## src/rtl/i2c_pkg.sv

```systemverilog
// Shared encodings for the I2C bit sequencer.
// Command codes, FSM states, quarter phases and per-phase pad drive levels.
package i2c_pkg;

  localparam logic [1:0] CMD_START = 2'b00;
  localparam logic [1:0] CMD_STOP  = 2'b01;
  localparam logic [1:0] CMD_WRITE = 2'b10;
  localparam logic [1:0] CMD_READ  = 2'b11;

  localparam logic [1:0] PH0 = 2'd0;
  localparam logic [1:0] PH1 = 2'd1;
  localparam logic [1:0] PH2 = 2'd2;
  localparam logic [1:0] PH3 = 2'd3;

  typedef enum logic {
    IDLE = 1'b0,
    RUN  = 1'b1
  } state_e;

  // Returns {scl_oe, sda_oe}; 1 pulls the line low.
  function automatic logic [1:0] drive_lvl(
    input logic [1:0] c,
    input logic       d,
    input logic [1:0] ph
  );
    logic scl_low;
    logic [1:0] lvl;
    scl_low = (ph == PH0) || (ph == PH3);
    lvl = 2'b00;
    unique case (c)
      CMD_START: begin
        lvl = {ph == PH3, ph[1]};
      end
      CMD_STOP: begin
        lvl = {ph == PH0, ph != PH3};
      end
      CMD_WRITE: begin
        lvl = {scl_low, ~d};
      end
      CMD_READ: begin
        lvl = {scl_low, 1'b0};
      end
    endcase
    return lvl;
  endfunction

endpackage

```

## src/rtl/i2c_sync2.sv

```systemverilog
// Two-flop synchroniser for an asynchronous pad input.
// Resets to 1, the idle level of an open-drain I2C line.
module i2c_sync2 (
  input  logic clk,
  input  logic rst,
  input  logic d,
  output logic q
);

  logic meta_q;
  logic sync_q;

  always_ff @(posedge clk or negedge rst) begin
    if (!rst) begin
      meta_q <= 1'b1;
      sync_q <= 1'b1;
    end else begin
      meta_q <= d;
      sync_q <= meta_q;
    end
  end

  assign q = sync_q;

endmodule

```

## src/rtl/i2c_bit_sequencer.sv

```systemverilog
// Bit-level I2C master: runs one START/STOP/WRITE/READ command
// over four quarter phases, with stretching and arbitration detect.
module i2c_bit_sequencer
  import i2c_pkg::*;
#(
  parameter int QTR_DIV = 4
) (
  input  logic       clk,
  input  logic       rst,
  input  logic       cmd_valid,
  output logic       cmd_ready,
  input  logic [1:0] cmd,
  input  logic       din,
  output logic       dout,
  output logic       done,
  output logic       arb_lost,
  output logic       busy,
  output logic       bus_owned,
  output logic [1:0] phase,
  input  logic       scl_in,
  input  logic       sda_in,
  output logic       scl_oe,
  output logic       sda_oe
);

  localparam int CW = $clog2(QTR_DIV);

  logic scl_s;
  logic sda_s;

  i2c_sync2 u_scl_sync (.clk(clk), .rst(rst), .d(scl_in), .q(scl_s));
  i2c_sync2 u_sda_sync (.clk(clk), .rst(rst), .d(sda_in), .q(sda_s));

  state_e          state_q, state_d;
  logic [CW-1:0]   cnt_q, cnt_d;
  logic [1:0]      phase_q, phase_d;
  logic [1:0]      cmd_q, cmd_d;
  logic            din_q, din_d;
  logic            scl_oe_q, scl_oe_d;
  logic            sda_oe_q, sda_oe_d;
  logic            owned_q, owned_d;
  logic            dout_q, dout_d;

  logic stretch;
  logic end_ph;
  logic arb_c;
  logic [1:0] lvl;

  always_comb begin
    state_d  = state_q;
    cnt_d    = cnt_q;
    phase_d  = phase_q;
    cmd_d    = cmd_q;
    din_d    = din_q;
    scl_oe_d = scl_oe_q;
    sda_oe_d = sda_oe_q;
    owned_d  = owned_q;
    dout_d   = dout_q;
    lvl      = 2'b00;

    // A slave holding SCL low while we release it freezes the quarter.
    stretch = (state_q == RUN)
            && ((phase_q == PH1) || (phase_q == PH2))
            && !scl_oe_q && !scl_s;
    end_ph  = (state_q == RUN) && !stretch
            && (cnt_q == CW'(QTR_DIV - 1));
    arb_c   = end_ph && (phase_q == PH2)
            && (cmd_q == CMD_WRITE) && din_q && !sda_s;

    unique case (state_q)
      IDLE: begin
        if (cmd_valid) begin
          state_d = RUN;
          cmd_d   = cmd;
          din_d   = din;
          cnt_d   = '0;
          phase_d = PH0;
          lvl     = drive_lvl(cmd, din, PH0);
          scl_oe_d = lvl[1];
          sda_oe_d = lvl[0];
        end
      end
      RUN: begin
        if (!stretch) begin
          cnt_d = end_ph ? '0 : cnt_q + CW'(1);
        end
        if (end_ph) begin
          phase_d = phase_q + 2'd1;
          if ((phase_q == PH2) && (cmd_q == CMD_READ)) begin
            dout_d = sda_s;
          end
          if (arb_c) begin
            state_d  = IDLE;
            phase_d  = PH0;
            owned_d  = 1'b0;
            scl_oe_d = 1'b0;
            sda_oe_d = 1'b0;
          end else if (phase_q == PH3) begin
            state_d = IDLE;
            if (cmd_q == CMD_START) begin
              owned_d = 1'b1;
            end else if (cmd_q == CMD_STOP) begin
              owned_d = 1'b0;
            end
            scl_oe_d = owned_d;
          end else begin
            lvl      = drive_lvl(cmd_q, din_q, phase_q + 2'd1);
            scl_oe_d = lvl[1];
            sda_oe_d = lvl[0];
          end
        end
      end
    endcase
  end

  always_ff @(posedge clk or negedge rst) begin
    if (!rst) begin
      state_q  <= IDLE;
      cnt_q    <= '0;
      phase_q  <= PH0;
      cmd_q    <= CMD_START;
      din_q    <= 1'b0;
      scl_oe_q <= 1'b0;
      sda_oe_q <= 1'b0;
      owned_q  <= 1'b0;
      dout_q   <= 1'b0;
    end else begin
      state_q  <= state_d;
      cnt_q    <= cnt_d;
      phase_q  <= phase_d;
      cmd_q    <= cmd_d;
      din_q    <= din_d;
      scl_oe_q <= scl_oe_d;
      sda_oe_q <= sda_oe_d;
      owned_q  <= owned_d;
      dout_q   <= dout_d;
    end
  end

  assign cmd_ready = (state_q == IDLE);
  assign busy      = (state_q == RUN);
  assign done      = (end_ph && (phase_q == PH3)) || arb_c;
  assign arb_lost  = arb_c;
  assign bus_owned = owned_q;
  assign phase     = phase_q;
  assign scl_oe    = scl_oe_q;
  assign sda_oe    = sda_oe_q;
  assign dout      = dout_q;

endmodule
```

## config.mk

```make
export PLATFORM = sky130hd
export DESIGN_NAME = i2c_bit_sequencer
export DESIGN_NICKNAME = d
export VERILOG_FILES = /design/src/rtl/i2c_pkg.sv /design/src/rtl/i2c_sync2.sv /design/src/rtl/i2c_bit_sequencer.sv
export SDC_FILE = /design/constraint.sdc
export NUM_CORES = 1
export LEC_CHECK = 0
export ABC_AREA = 1
export CAP_MARGIN = 20
export CORE_MARGIN = 2
export CORE_UTILIZATION = 52
export CTS_CLUSTER_DIAMETER = 30
export DETAILED_ROUTE_END_ITERATION = 10
export PLACE_DENSITY = 0.79
export SYNTH_ARGS = -nofsm -noshare
export SYNTH_HDL_FRONTEND = slang
export SYNTH_SLANG_ARGS = --single-unit
```

## constraint.sdc

```tcl
create_clock -name clk -period 4.34 [get_ports clk]
set_input_delay 0.868 -clock clk [delete_from_list [all_inputs] [get_ports clk]]
set_output_delay 0.868 -clock clk [all_outputs]
set_load 0.02 [all_outputs]
```

==> reports/qor.txt <==
Period minus WS final -> 3.26 ns
R2r worst-path depth -> 9
Final WL -> 1780 um
Nets@finish -> 127
Slowest stage delay, CP -> 0.61 ns
Max Used Layer -> met4
Worst slack at placement -> 1.44 ns
Crit Path Category -> flip-flop to output pin
Count of input and output buffers -> 17
GRT overflow -> 0
Post-CTS Hold Buffers -> 0
Distinct cells, synth -> 20
Clock latency on the worst-skew pair -> 0.29 ns
Largest net degree at the start of global routing -> 17
Fill count -> 131
Critical path endpoint category -> output pin
Clock Sinks -> 16
Status -> completed
FF-to-FF End -> sda_oe
Global-route wire length before repair -> 2880 um
Effective utilization at floorplan -> 0.548
Setup violators final -> 0
Die H -> 43.6 um
Routed vias/inst -> 5.39
Post-synthesis cell count -> 92
Bufs on Longest Clock Path -> 2
# diodes -> 0
Setup Fix Bufs, Post-CTS -> 0
Min-delay src -> u_sda_sync.meta_q
Final ANT Viol Nets -> 0
Initial DRC Count -> 15
Worst reg2reg setup slack -> 2.59 ns
Max Clock Freq -> 0.306 GHz
Worst clock skew -> 0.00444 ns
Peak VDD IR -> 0.000403 V
LEAKAGE -> 0.512 nW
Met3 Wirelength -> 82 um
Max-cap violations -> 0
Die X -> 43.6 um
Final TNS setup -> 0 ns
Critical Path Source Type -> flip-flop
CP Cell Sequence -> inv_1, ha_1, nor2_1, a21oi_4, nand4_2, nand2_2, clkdlybuf4s50_1
Initial antenna violation count -> 0
Core Area -> 1490 um2
Post_cts resized -> 0
Post-synthesis sequential area ratio -> 0.497
Fin util -> 0.700
Setup WS post-layout -> 1.08 ns
Total iterations of the first detailed-routing run -> 4
Core Rows -> 14
Hold path cells -> 0
Worst slew margin -> 0.532
Post-Syn Nets -> 105
Slowest stage cell, crit path -> clkdlybuf4s50_1
CP arrival -> 2.40 ns
Least-Margin Pin Slew -> 0.700 ns
CTS tree -> built
Vias in the first global route -> 666
Final worst-path cycle share -> 0.752
Worst Path Max Fanout -> 6
DRC -> 0
Crit path required time -> 3.47 ns
Metal-1 WL -> 806 um
Mapped cell area -> 816 um2
DR vias -> 695
Share of layout cells above drive strength 1 -> 0.168
CTS buffer count -> 3
Yosys warning total -> 0
GP Congestion -> 0.899
I/O pin total -> 18
Layout overhead on the synthesized area -> 27.8%
Hold Path Class -> flip-flop to flip-flop
PD cells -> 738 nW/um2
Synth Area per Inst -> 8.87 um2
RR Startpoint -> phase[0]
HPWL after DPL -> 1370 um
GRT Total Usage -> 0.208
Reg clk slew, reported paths -> 0.10 ns
Hold endpoint -> u_sda_sync.q
Flop and latch count out of synthesis -> 16
WL per Instance -> 13.8 um
RSZ-0062 raised after global routing -> no
Hold Fails Final Rpt -> 0
Final Slew Violations -> 0
WL met2 -> 859 um
Die ar. -> 1900 um2
CTS root buf -> clkbuf_4
H-tree depth -> 1
==> final cells by class <==
| class | count | area [um2] | share of cell area |
|---|---|---|---|
| sequential | 16 | 405 | 0.389 |
| multi-input combinational | 62 | 358 | 0.343 |
| inverter | 14 | 52.6 | 0.0504 |
| tap | 16 | 20.0 | 0.0192 |
| timing repair buffer | 17 | 170 | 0.163 |
| clock buffer | 4 | 36.3 | 0.0348 |
==> stage by stage <==
| step | total power [mW] | hold slack [ns] | area, um2 | std cells |
|---|---|---|---|---|
| finish | 0.769 | 0.362 | 1040 | 129 |
| global route | 0.823 | 0.366 | 1040 | 129 |
| CTS | 0.767 | 0.365 | 1040 | 129 |
| detailed placement | 0.663 | 0.350 | 1010 | 125 |
| global placement | 0.650 | 0.346 | 1010 | 125 |
| floorplan | 0.524 | 0.345 | 816 | 92 |
==> cell usage in the layout (no fill, tap or decap), types with 4 or more instances in the layout <==
cell type        synthesis  layout
clkdlybuf4s50_1          0      17
inv_2                    5       5
o21ai_0                  6       6
nand2_1                 18      18
a21oi_1                  4       4
inv_1                    9       9
ha_1                     5       5
nand3_1                  5       5
nor2_1                   9       9
dfstp_2                  4       4
dfrtp_1                 12      12
==> power breakdown <==
group          total [mW]  leakage [nW]  internal [mW]  switching, mW
clock network      0.0999        0.0210         0.0512         0.0487
logic               0.407         0.307          0.171          0.235
registers           0.262         0.183          0.208         0.0547
total               0.769         0.512          0.430          0.339
==> synthesized netlist by cell type, drive strengths merged <==
library cell / n / area share
a21oi: 5 / 0.044
a22o: 1 / 0.011
dfrtp: 12 / 0.37
dfstp: 4 / 0.13
ha: 5 / 0.077
inv: 14 / 0.064
nand2: 22 / 0.12
nand3: 5 / 0.031
nand3b: 2 / 0.018
nand4: 2 / 0.023
nor2: 9 / 0.041
o211ai: 1 / 0.0092
o21a: 1 / 0.0092
o21ai: 9 / 0.055
==> logic make-up after synthesis <==
group | count (synthesis) | share of synthesized area
adder cells (fa/ha/maj) | 5 | 0.0767
AO/OA/AOI/OAI | 17 | 0.129
flip-flops | 16 | 0.497
AND/OR/NAND/NOR | 40 | 0.233
buffers and inverters | 14 | 0.0644
==> how the worst max path moves through the flow <==
stage,depth (start not counted),from,endpoint
after floorplan,6,phase[0],arb_lost
after global placement,7,phase[0],done
after detailed placement,7,phase[0],done
after CTS,7,phase[0],done
after global routing,7,phase[0],done
final,7,phase[0],done
==> registers in the layout (all words and copies together), names as in the netlist <==
signal             count
dout                   1
busy                   1
u_scl_sync.meta_q      1
u_scl_sync.q           1
din_q                  1
cnt_q                  2
u_sda_sync.meta_q      1
u_sda_sync.q           1
phase                  2
cmd_q                  2
scl_oe                 1
bus_owned              1
sda_oe                 1
==> critical path: cells and delay by family, from the launching register on <==
kind	cells	cell delay, ns
fa+ha+maj	1	0.33
flops	1	0.43
simple gates	3	0.45
compound gates	1	0.20
buf+inv	2	0.70
==> layer usage <==
layer	global-route usage	vias up
met2	0.350	25
met3	0.0250	4
li1	-	342
met4	0.0909	0
met5	0	-
met1	0.267	324
Power figures use the tool's default switching activity.
